===== src/rtl/sccpu_pkg.sv =====
// Shared types and constants for the single-cycle CPU data-memory side.
package sccpu_pkg;

   localparam int unsigned SB_DEPTH_DEFAULT = 4;
   localparam int unsigned WORD_LSB         = 2;
   localparam int unsigned SB_AW            = 32;
   localparam int unsigned SB_DW            = 32;

   typedef struct packed {
      logic             valid;
      logic [SB_AW-1:0] addr;
      logic [SB_DW-1:0] data;
   } sb_entry_t;

endpackage


===== src/rtl/sccpu_sb_fwd.sv =====
// Store-to-load forwarding: returns the youngest valid entry matching the load word,
// falling back to backing-memory read data.
module sccpu_sb_fwd
   import sccpu_pkg::*;
#(
   parameter int unsigned DEPTH = SB_DEPTH_DEFAULT,
   parameter int unsigned AW    = SB_AW,
   parameter int unsigned DW    = SB_DW
) (
   input  sb_entry_t                  entries [DEPTH],
   input  logic [$clog2(DEPTH)-1:0]   wr_ptr,
   input  logic [AW-1:0]              cpu_addr,
   input  logic [DW-1:0]              ram_rdata,
   output logic [DW-1:0]              cpu_rdata
);

   localparam int unsigned PW = $clog2(DEPTH);

   logic unused_lsbs;

   // Walk from oldest slot (wr_ptr - DEPTH) to youngest (wr_ptr - 1); later hits win.
   always_comb begin
      logic [PW-1:0] idx;
      idx         = '0;
      cpu_rdata   = ram_rdata;
      unused_lsbs = ^cpu_addr[WORD_LSB-1:0];
      for (int k = int'(DEPTH); k > 0; k--) begin
         idx = wr_ptr - PW'(k);
         if (entries[idx].valid &&
             entries[idx].addr[AW-1:WORD_LSB] == cpu_addr[AW-1:WORD_LSB]) begin
            cpu_rdata = entries[idx].data;
         end
      end
      for (int i = 0; i < int'(DEPTH); i++) begin
         unused_lsbs = unused_lsbs ^ (^entries[i].addr[WORD_LSB-1:0]);
      end
   end

endmodule


===== src/rtl/sccpu_store_buffer.sv =====
// In-order store buffer between the single-cycle core and a slower backing memory,
// with zero-latency store-to-load forwarding.
module sccpu_store_buffer
   import sccpu_pkg::*;
#(
   parameter int unsigned DEPTH = SB_DEPTH_DEFAULT,
   parameter int unsigned AW    = SB_AW,
   parameter int unsigned DW    = SB_DW
) (
   input  logic                     clk,
   input  logic                     clrn,
   input  logic                     cpu_wmem,
   input  logic [AW-1:0]            cpu_addr,
   input  logic [DW-1:0]            cpu_wdata,
   output logic [DW-1:0]            cpu_rdata,
   output logic                     cpu_stall,
   output logic [AW-1:0]            ram_raddr,
   input  logic [DW-1:0]            ram_rdata,
   output logic                     bus_wvalid,
   output logic [AW-1:0]            bus_waddr,
   output logic [DW-1:0]            bus_wdata,
   input  logic                     bus_wready,
   output logic [$clog2(DEPTH):0]   count,
   output logic                     empty
);

   localparam int unsigned PW = $clog2(DEPTH);
   localparam logic [PW:0] FULL_CNT = (PW+1)'(DEPTH);

   sb_entry_t     entries_q [DEPTH];
   logic [PW-1:0] wr_ptr_q, rd_ptr_q;
   logic [PW:0]   count_q;
   logic          full, enq, deq;

   always_comb begin
      full       = (count_q == FULL_CNT);
      empty      = (count_q == '0);
      cpu_stall  = cpu_wmem & full;
      // A full buffer refuses the store even if the head drains this cycle.
      enq        = cpu_wmem & ~full;
      bus_wvalid = ~empty;
      deq        = bus_wvalid & bus_wready;
      bus_waddr  = entries_q[rd_ptr_q].addr;
      bus_wdata  = entries_q[rd_ptr_q].data;
      ram_raddr  = cpu_addr;
      count      = count_q;
   end

   always_ff @(posedge clk) begin
      if (!clrn) begin
         wr_ptr_q <= '0;
         rd_ptr_q <= '0;
         count_q  <= '0;
         for (int i = 0; i < int'(DEPTH); i++) begin
            entries_q[i].valid <= 1'b0;
         end
      end else begin
         if (deq) begin
            entries_q[rd_ptr_q].valid <= 1'b0;
            rd_ptr_q                  <= rd_ptr_q + 1'b1;
         end
         if (enq) begin
            entries_q[wr_ptr_q] <= '{valid: 1'b1, addr: cpu_addr, data: cpu_wdata};
            wr_ptr_q            <= wr_ptr_q + 1'b1;
         end
         unique case ({enq, deq})
            2'b10:   count_q <= count_q + 1'b1;
            2'b01:   count_q <= count_q - 1'b1;
            default: count_q <= count_q;
         endcase
      end
   end

   sccpu_sb_fwd #(
      .DEPTH (DEPTH),
      .AW    (AW),
      .DW    (DW)
   ) u_fwd (
      .entries   (entries_q),
      .wr_ptr    (wr_ptr_q),
      .cpu_addr  (cpu_addr),
      .ram_rdata (ram_rdata),
      .cpu_rdata (cpu_rdata)
   );

endmodule


===== config.mk =====
export PLATFORM = sky130hd
export DESIGN_NAME = sccpu_store_buffer
export DESIGN_NICKNAME = d
export VERILOG_FILES = /design/src/rtl/sccpu_pkg.sv /design/src/rtl/sccpu_sb_fwd.sv /design/src/rtl/sccpu_store_buffer.sv
export SDC_FILE = /design/constraint.sdc
export NUM_CORES = 1
export LEC_CHECK = 0
export ABC_AREA = 0
export CORE_ASPECT_RATIO = 1.1
export CORE_MARGIN = 5
export CORE_UTILIZATION = 55
export CTS_CLUSTER_DIAMETER = 60
export CTS_CLUSTER_SIZE = 30
export DETAILED_ROUTE_END_ITERATION = 8
export PLACE_DENSITY = 0.86
export SLEW_MARGIN = 5
export SYNTH_ARGS = -nofsm -noshare
export SYNTH_HDL_FRONTEND = slang
export SYNTH_SLANG_ARGS = --single-unit

===== constraint.sdc =====
create_clock -name clk -period 11.8 [get_ports clk]
set_clock_uncertainty 0.15 [all_clocks]
set_input_delay 1.77 -clock clk [delete_from_list [all_inputs] [get_ports clk]]
set_output_delay 1.77 -clock clk [all_outputs]
set_load 0.02 [all_outputs]

* After elaboration in Yosys (flattened, before gate mapping)
Cells that the tools add are included.
** Storage, ports and cells
- Register bits :: 267
- Bits of input ports :: 100
- Output and inout bits :: 134
- Word-level logic and storage cells :: 83
** Cells by class
- Add/sub/neg operators :: 7
- Order comparisons :: 7
- Equality and inequality tests :: 7
- Mux-type cells :: 29
- Bitwise logic cells :: 10
- Reduce and logical (&&, ||, !) cells :: 8
** Operators with widths (number)
- 260-bit two-way mux :: 3
- 65-bit binary-select mux with 2-bit select :: 5
- 65-bit two-way mux :: 10
- 260-bit bitwise mux :: 2
- 65-bit demux with 2-bit select :: 2
- 32-bit two-way mux :: 4
- 64-bit two-way mux :: 2
- 30-bit equality test :: 4
- 3-bit >= comparator, second input constant :: 5
- 2-bit NOT with 3-bit output :: 5
- 1-bit logical AND :: 6
- 3-bit by 1-bit < comparator with 1-bit output, second input constant :: 2
- 3-bit case mux with 2 select lines :: 1
- 2-bit by 1-bit adder with 2-bit output, second input constant :: 2
- 2-bit subtractor, second input constant :: 2
- 3-bit by 1-bit adder with 3-bit output, second input constant :: 1
- 1-bit bitwise AND :: 3
- 3-bit equality test, second input constant :: 1
- 3-bit logical NOT :: 1
- 3-bit by 1-bit subtractor with 3-bit output, second input constant :: 1
- 2-bit by 1-bit equality test with 1-bit output, second input constant :: 1
- 2-bit equality test, second input constant :: 1
- 1-bit NOT :: 2
- 2-bit nonzero test :: 1
- 2-bit by 1-bit subtractor with 2-bit output, second input constant :: 1

* Depth between registers and ports, before layout
Gate-level depths: netlist of run 1.
- Depth after elaboration :: 10
- Mapped depth :: 26

* Cells and area by module
A second synthesis of run 1 with hierarchy kept.
** Second synthesis, totals
- Cell total of the unflattened synthesis :: 1925
- Area, all modules :: 21349.2 µm²
** By module, submodules not included
- sccpu_store_buffer :: times used 1, cells an instance 725, area each 11975.2 µm²
- sccpu_sb_fwd :: times used 1, cells an instance 1200, area each 9374.0 µm²

* Worst setup path after synthesis of run 1
Ideal clock, no wire load.
- Path type :: register to output
- Start point :: register wr_ptr_q[0]
- End point :: output port cpu_rdata[0]
- Data arrival time :: 5.647 ns
- Data required time :: 9.880 ns
- Slack :: 4.233 ns
- Cell stages (with the launch flop) :: 23
- Buffers on the path :: 14
- Cells stage by stage :: dfxtp_1 -> buf_6 -> buf_12 -> buf_12 -> buf_12 -> buf_12 -> buf_6 -> buf_6 -> buf_4 -> buf_2 -> buf_2 -> buf_1 -> inv_1 -> ha_1 -> buf_2 -> buf_2 -> buf_1 -> mux4_2 -> xor2_1 -> a2111oi_0 -> nand4_1 -> nor3b_1 -> nor3_1
** On the way
- Word-level cells in the longest chain between the ends :: 10
- Elaborated cells on any way between the ends :: 31
- Those cells by class :: 3 x add/sub; 4 x eq/ne; 16 x mux; 4 x bitwise; 4 x reduce/logical
** Ends and longest elaborated chain
- start, declared :: RTL line sccpu_store_buffer.sv:31 : logic [PW-1:0] wr_ptr_q, rd_ptr_q;
- start signal, assigned :: RTL line sccpu_store_buffer.sv:64 : wr_ptr_q <= wr_ptr_q + 1'b1;
- 2-bit subtractor / 2-bit NOT with 3-bit output (equally long branches)
- 2-bit NOT with 3-bit output (not written as such) / 65-bit binary-select mux with 2-bit select (equally long branches) :: RTL line sccpu_sb_fwd.sv:29, sccpu_sb_fwd.sv:30, sccpu_sb_fwd.sv:31
- 65-bit binary-select mux with 2-bit select / 65-bit two-way mux (equally long branches) :: RTL line sccpu_sb_fwd.sv:29, sccpu_sb_fwd.sv:30, sccpu_sb_fwd.sv:31
- 65-bit two-way mux (not written as such) :: RTL line sccpu_sb_fwd.sv:31 : cpu_rdata = entries[idx].data;
- 65-bit two-way mux (not written as such) / 30-bit equality test (equally long branches) :: RTL line sccpu_sb_fwd.sv:31, sccpu_sb_fwd.sv:30
- 30-bit equality test / 1-bit logical AND (equally long branches) :: RTL line sccpu_sb_fwd.sv:30, sccpu_sb_fwd.sv:29
- 1-bit logical AND / 32-bit two-way mux (equally long branches) :: RTL line sccpu_sb_fwd.sv:29 : if (entries[idx].valid &&
- 32-bit two-way mux (2 in series) :: RTL line sccpu_sb_fwd.sv:29
- 32-bit two-way mux * :: RTL line sccpu_sb_fwd.sv:29
- end, declared :: RTL line sccpu_store_buffer.sv:15 : output logic [DW-1:0] cpu_rdata,
Mark *: on every way between the ends. The rest lies on a longest branch, timed or not. The select of a mux whose other input is x is not followed.

* Worst setup path after layout of run 1
- Start point :: register wr_ptr_q[1]
- End point :: output port cpu_rdata[0]
Same word-level chain as after synthesis.

==> impl_metrics.tcl, run 1 <==
set metrics [dict create \
    outcome "finished, final reports clean" \
    std_cell_rows 75 \
    yosysTopAreaCell "edfxtp_1" \
    yosysWarnings 0 \
    ant_nets 0 \
    cts_sinks 267 \
    drive_gt1_share_pct 22.9 \
    htreeDepth 1 \
    nets 1843 \
    grt_max_degree 255 \
    dr.pass1.iters 6 \
    synthSimpleGateAreaFrac_pct 15.0 \
    criticalPathCategory "flip-flop to primary output" \
    rsz0062_at_grt "false" \
    floorplan.initialDensity_pct 55.9 \
    clk_pin_slew_ps 90 \
    end_kind "primary output" \
    netlist_area_mm2 0.0214 \
    synth-compound-area-share_pct 4.88 \
    path_max_fanout 66 \
    antenna_found_initial 2 \
    finalHoldViolCount 0 \
    path_common_cell "buf_4" \
    wl_per_cell_um 28.4 \
    crit_path_top_delay_cell "dfxtp_4" \
    syn_inst 1676 \
    synth_top_family_by_area "multiplexers" \
    grt_util_all_layers_pct 29.2 \
    synth_area_per_cell_um2 12.8 \
    n_antenna_cell 0 \
    viasPerCell 7.16 \
    cp_num_buf_inv 5 \
    dieWidth_um 198 \
    ys_top_cells_by_area "edfxtp_1, mux4_2, and3_1, mux2i_1, xnor2_1" \
    max_stage_delay_ps 980 \
    cts_buffers 22 \
    vias 16107 \
    pwr_density_cell_mw_per_mm2 159 \
    ios 234 \
    die_y_um 217 \
    fin_crit_sh_pct 75.2 \
    cpLargestDelayFamily "buffers and inverters" \
    syn_nets 1786 \
    cts_hold_buf 0 \
    cp_data_arrival_time_ps 6960 \
    synth_cell_types 75 \
    totalWireLength_um 63900 \
    io_buffers 233 \
    ir_drop_mv 0.160 \
    period_minus_slack_ps 8880 \
    worstMarginPinSlew_ps 1200 \
    async_flop_share_pct 0 \
    whs_ps 344 \
    grt_pass1_wl_um 97700 \
    fmaxAchievable_mhz 113 \
    cts_tree "yes" \
    crit_chain "inv_1 -> ha_4 -> inv_2 -> a2111oi_0 -> o2111ai_1 -> a2111o_1 -> buf_4 -> o21ai_4 -> buf_4 -> nor3b_1 -> nor3_1 -> clkdlybuf4s50_1" \
    drv_slew 0 \
    synthAdderAreaFrac_pct 0.620 \
    cp.required_ps 9880 \
    ys_seq_area_share_pct 37.0 \
    synth_top_area_share_pct 35.9 \
    setup_viol 0 \
    insertion_delay_ps 530 \
    drc 0 \
    overflow 0 \
    cts_setup_buffers 0 \
    place_congestion 0.984 \
    cts_buffer_depth 3 \
    maxCapViolCount 0 \
    detail_route.iter0.violations 1788 \
    ctsResizeCount 0 \
    hold_path_class "flip-flop to flip-flop" \
    ys_ff_latch 267 \
    fin_tns_setup_ps 0 \
    dp_hpwl_um 41500 \
    die-area_mm2 0.0429 \
    synth_edf_count 256 \
    synthMuxAreaShare_pct 32.6 \
    coreArea_mm2 0.0383 \
    leakagePower_nw 8.89 \
    cp-start-kind "flip-flop" \
    syn2layout_area_growth_pct 13.6 \
    grt_pass1_vias 15917 \
    cts-root-buf "clkbuf_16" \
    synth-xor-area-share_pct 4.14 \
    relSlewSlack_pct 20.1 \
    synthFlopType "edfxtp_1" \
]
[final timing paths]
check | startpoint | endpoint | slack [ps] | cells after the start
worst max-delay path | wr_ptr_q[1]$_SDFFE_PN0P_ | cpu_rdata[0] | 2920 | 12
worst min-delay path | entries_q[194]$_SDFF_PN0_ | entries_q[194]$_SDFF_PN0_ | 340 | 2
worst max register to register | wr_ptr_q[1]$_SDFFE_PN0P_ | entries_q[65]$_DFFE_PP_ | 7290 | 4
worst min register to register | entries_q[194]$_SDFF_PN0_ | entries_q[194]$_SDFF_PN0_ | 340 | 2
[cell families after synthesis]
logic type / Yosys count
simple gates: 536
mux: 380
flops: 267
buf+inv: 242
compound gates: 140
xor+xnor: 101
fa+ha+maj: 10
[metal layers]
layer	GRT usage, %	vias up	routed length [um]
met5	0	-	29
met4	9.64	4	2270
met3	3.90	151	6440
met2	49.5	1025	31900
met1	39.3	8142	23200
li1	-	6785	-
[Yosys cell counts, types with 7 or more instances]
master      n
a21o_1     33
a21oi_1    13
a22o_1      7
and2_1     11
and3_1    249
buf_1      17
buf_2      23
buf_4      35
buf_6      13
clkbuf_1  127
dfxtp_1    11
edfxtp_1  256
ha_1        9
inv_1      18
mux2_2     40
mux2i_1    88
mux4_2    247
nand2_1    20
nand4_1    10
nor2_1     69
nor3_1     72
nor3_2     30
nor3b_1    33
nor4_1     17
o21ai_0    17
o22ai_1    11
xnor2_1    75
xor2_1     26
[cell usage in the layout, fill, tap and decap left out, drive strengths merged, types with 5 or more instances in the layout]
cell type,netlist,final
a2111oi,7,7
a211oi,6,6
a21o,33,33
a21oi,13,13
a22o,7,7
and2,13,13
and3,249,249
buf,93,20
clkbuf,127,24
clkdlybuf4s50,0,233
clkinv,3,5
dfxtp,11,11
edfxtp,256,256
ha,9,9
inv,19,31
mux2,42,42
mux2i,91,91
mux4,247,247
nand2,20,20
nand4,11,11
nor2,70,70
nor2b,5,5
nor3,102,102
nor3b,33,33
nor4,17,17
o21ai,19,19
o22ai,11,11
xnor2,75,75
xor2,26,26
[registers in the layout (all words and copies together), names as in the netlist]
name	count
count	3
entries_q	260
rd_ptr_q	2
wr_ptr_q	2
[worst min-delay path, stage by stage, from the launching register on]
cell and delay [ps]:
dfxtp_1 330, nand2_1 50, a21boi_0 60
[report_power, final]
part           switching, mW  total, mW  internal [mW]
combinational          0.903       1.77          0.871
sequential             0.125       1.23           1.11
clock                  0.430      0.851          0.421
[through the flow]
step	utilization [%]	cell area [um2]	total power [mW]	worst slack, ps	std cells
floorplan	-	21400	2.47	4230	1676
global placement	61.2	23400	2.99	3610	2209
detailed placement	61.2	23400	3.02	3610	2209
CTS	63.5	24300	3.87	3080	2249
global route	63.5	24300	4.03	2670	2249
finish	63.5	24300	3.86	2920	2249
[layout make-up]
| class | count | area, um2 |
|---|---|---|
| fillers | 2841 | 14000 |
| multi-input cells | 1167 | 12300 |
| flip-flops and latches | 267 | 7920 |
| repair buffers | 253 | 2510 |
| well taps | 500 | 626 |
| clock buffers | 24 | 579 |
| clock inverters | 16 | 269 |
| inverters | 22 | 82.6 |
Note: power is estimated with default switching activity, not from simulation.
==> run 2, diff against run 1 <==
--- a/config.mk
+++ b/config.mk
@@ -8,11 +8,11 @@
 export ABC_AREA = 0
 export CORE_ASPECT_RATIO = 1.1
 export CORE_MARGIN = 5
-export CORE_UTILIZATION = 55
+export CORE_UTILIZATION = 53
 export CTS_CLUSTER_DIAMETER = 60
 export CTS_CLUSTER_SIZE = 30
 export DETAILED_ROUTE_END_ITERATION = 8
-export PLACE_DENSITY = 0.86
+export PLACE_DENSITY = 0.87
 export SLEW_MARGIN = 5
 export SYNTH_ARGS = -nofsm -noshare
 export SYNTH_HDL_FRONTEND = slang
==> constraint.sdc (replaced) <==
create_clock -name clk -period 7.9 [get_ports clk]
set_clock_uncertainty 0.15 [all_clocks]
set_input_delay 1.185 -clock clk [delete_from_list [all_inputs] [get_ports clk]]
set_output_delay 1.185 -clock clk [all_outputs]
set_load 0.02 [all_outputs]
==> impl_metrics.tcl, run 2 (synthesized netlist as in run 1, its figures left out) <==
set metrics [dict create \
    viasPerCell 7.15 \
    outcome "finished, final reports clean" \
    ios 234 \
    clk_pin_slew_ps 80 \
    cts_setup_buffers 0 \
    path_max_fanout 38 \
    drc 0 \
    detail_route.iter0.violations 1664 \
    cts_hold_buf 0 \
    pwr_density_cell_mw_per_mm2 235 \
    cts_buffer_depth 3 \
    overflow 0 \
    layout_common_cells "edfxtp_1, mux4_2, and3_1" \
    fin_crit_sh_pct 92.1 \
    cp_data_arrival_time_ps 5940 \
    dr.pass1.iters 5 \
    multi_input_area_mm2 0.0123 \
    io_buffers 233 \
    finalHoldViolCount 0 \
    grt_pass1_wl_um 98800 \
    hold_end "entries_q[194]$_SDFF_PN0_" \
    rsz0062_at_grt "false" \
    grt_max_degree 255 \
    antenna_found_initial 3 \
    die-area_mm2 0.0445 \
    ctsResizeCount 0 \
    insertion_delay_ps 550 \
    hold_path_class "flip-flop to flip-flop" \
    cts_sinks 267 \
    htreeDepth 1 \
    totalWireLength_um 65500 \
    worstMarginPinSlew_ps 1250 \
    leakagePower_nw 8.92 \
    syn2layout_area_growth_pct 13.8 \
    end_kind "primary output" \
    period_minus_slack_ps 7280 \
    final_common_cell "edfxtp_1" \
    floorplan.initialDensity_pct 53.4 \
    cts_buffers 23 \
    cp-start-kind "flip-flop" \
    criticalPathCategory "flip-flop to primary output" \
    seqCellArea_mm2 0.00792 \
    reg2reg_from "wr_ptr_q[1]$_SDFFE_PN0P_" \
    cts-root-buf "clkbuf_16" \
    drive_gt1_share_pct 23.4 \
    die_y_um 221 \
    whs_ps 355 \
    largest_register_ffs 260 \
    setup_viol 0 \
    ir_drop_mv 0.229 \
    coreArea_mm2 0.0401 \
    maxCapViolCount 0 \
    cts_tree "yes" \
    dieWidth_um 202 \
    wl_per_cell_um 28.8 \
    r2r_slack_ps 3580 \
    fin_tns_setup_ps 0 \
    std_cell_rows 77 \
    rr_endpoint "entries_q[17]$_DFFE_PP_" \
    worstHoldStart "entries_q[194]$_SDFF_PN0_" \
    rr_worst_depth 5 \
    nets 1855 \
    place_congestion 1.07 \
    grt_pass1_vias 15937 \
    ant_nets 0 \
    grt_util_all_layers_pct 28.6 \
    drv_slew 0 \
    vias 16288 \
    dp_hpwl_um 42800 \
    fmaxAchievable_mhz 137 \
    cp.required_ps 6570 \
    holdPathStages 2 \
    regMostFlops "entries_q" \
    fill_cells 3017 \
    relSlewSlack_pct 16.5 \
]
## run 2: cell types whose count changed in the layout (fill, tap and decap cells not counted), moves of 2 or more
cell and change:
inv_16 -3, diode_2 +2, clkinv_8 +2, clkinv_4 +2, buf_4 +11, inv_6 +3, and3_4 +2, and3_2 -2
clkinv_16 -2
## run 2: worst max path at each step
stage	endpoint	cells past startpoint	slack, ps	from
after floorplan	cpu_rdata[0]	22	920	wr_ptr_q[0]$_SDFFE_PN0P_
after global placement	cpu_rdata[31]	10	1150	cpu_addr[30]
after detailed placement	cpu_rdata[21]	10	1060	cpu_addr[30]
after CTS	cpu_rdata[21]	12	660	wr_ptr_q[0]$_SDFFE_PN0P_
after global routing	cpu_rdata[31]	12	310	wr_ptr_q[0]$_SDFFE_PN0P_
final	cpu_rdata[31]	12	620	wr_ptr_q[0]$_SDFFE_PN0P_
## run 2: layer usage
metal | wire length (um) | vias to the layer above | global-route usage [%]
met5 | 21 | - | 0
met4 | 2930 | 4 | 11.6
met3 | 6780 | 172 | 4.92
met2 | 32100 | 1046 | 48.4
met1 | 23600 | 8259 | 37.1
li1 | - | 6807 | -
## run 2: area by class of cell
type / count / area share, %
multi-input combinational: 1167 / 50.6
sequential: 267 / 32.5
clock inverter: 17 / 0.812
tap: 513 / 2.64
antenna: 2 / 0.0206
inverter: 22 / 0.339
timing repair buffer: 264 / 10.6
clock buffer: 25 / 2.44
## run 2: power breakdown
group	internal [mW]	switching [mW]
Clock	0.590	0.621
Sequential	1.66	0.167
Combinational	1.30	1.38
Total	3.55	2.16
## run 2: worst max-delay path, cell delays in order, from the launching register on
cell             delay [ps]
dfxtp_4                 650
inv_1                   210
ha_4                    580
buf_4                   460
nor3_1                  160
a2111oi_4               360
o2111ai_1               170
a2111o_1                500
o21ai_4                 890
buf_4                   430
nor3b_1                  90
nor3_1                  210
clkdlybuf4s50_1         650
## run 2: per-stage QoR
| step | cells | util, % | power, mW | setup WS [ps] | area, um2 |
|---|---|---|---|---|---|
| after floorplan | 1676 | - | 3.69 | 918 | 21400 |
| after global placement | 2233 | 58.7 | 4.47 | 1150 | 23500 |
| after detailed placement | 2233 | 58.7 | 4.52 | 1060 | 23500 |
| after CTS | 2275 | 60.7 | 5.72 | 657 | 24300 |
| after global routing | 2276 | 60.7 | 5.93 | 306 | 24300 |
| final | 2277 | 60.7 | 5.71 | 621 | 24300 |
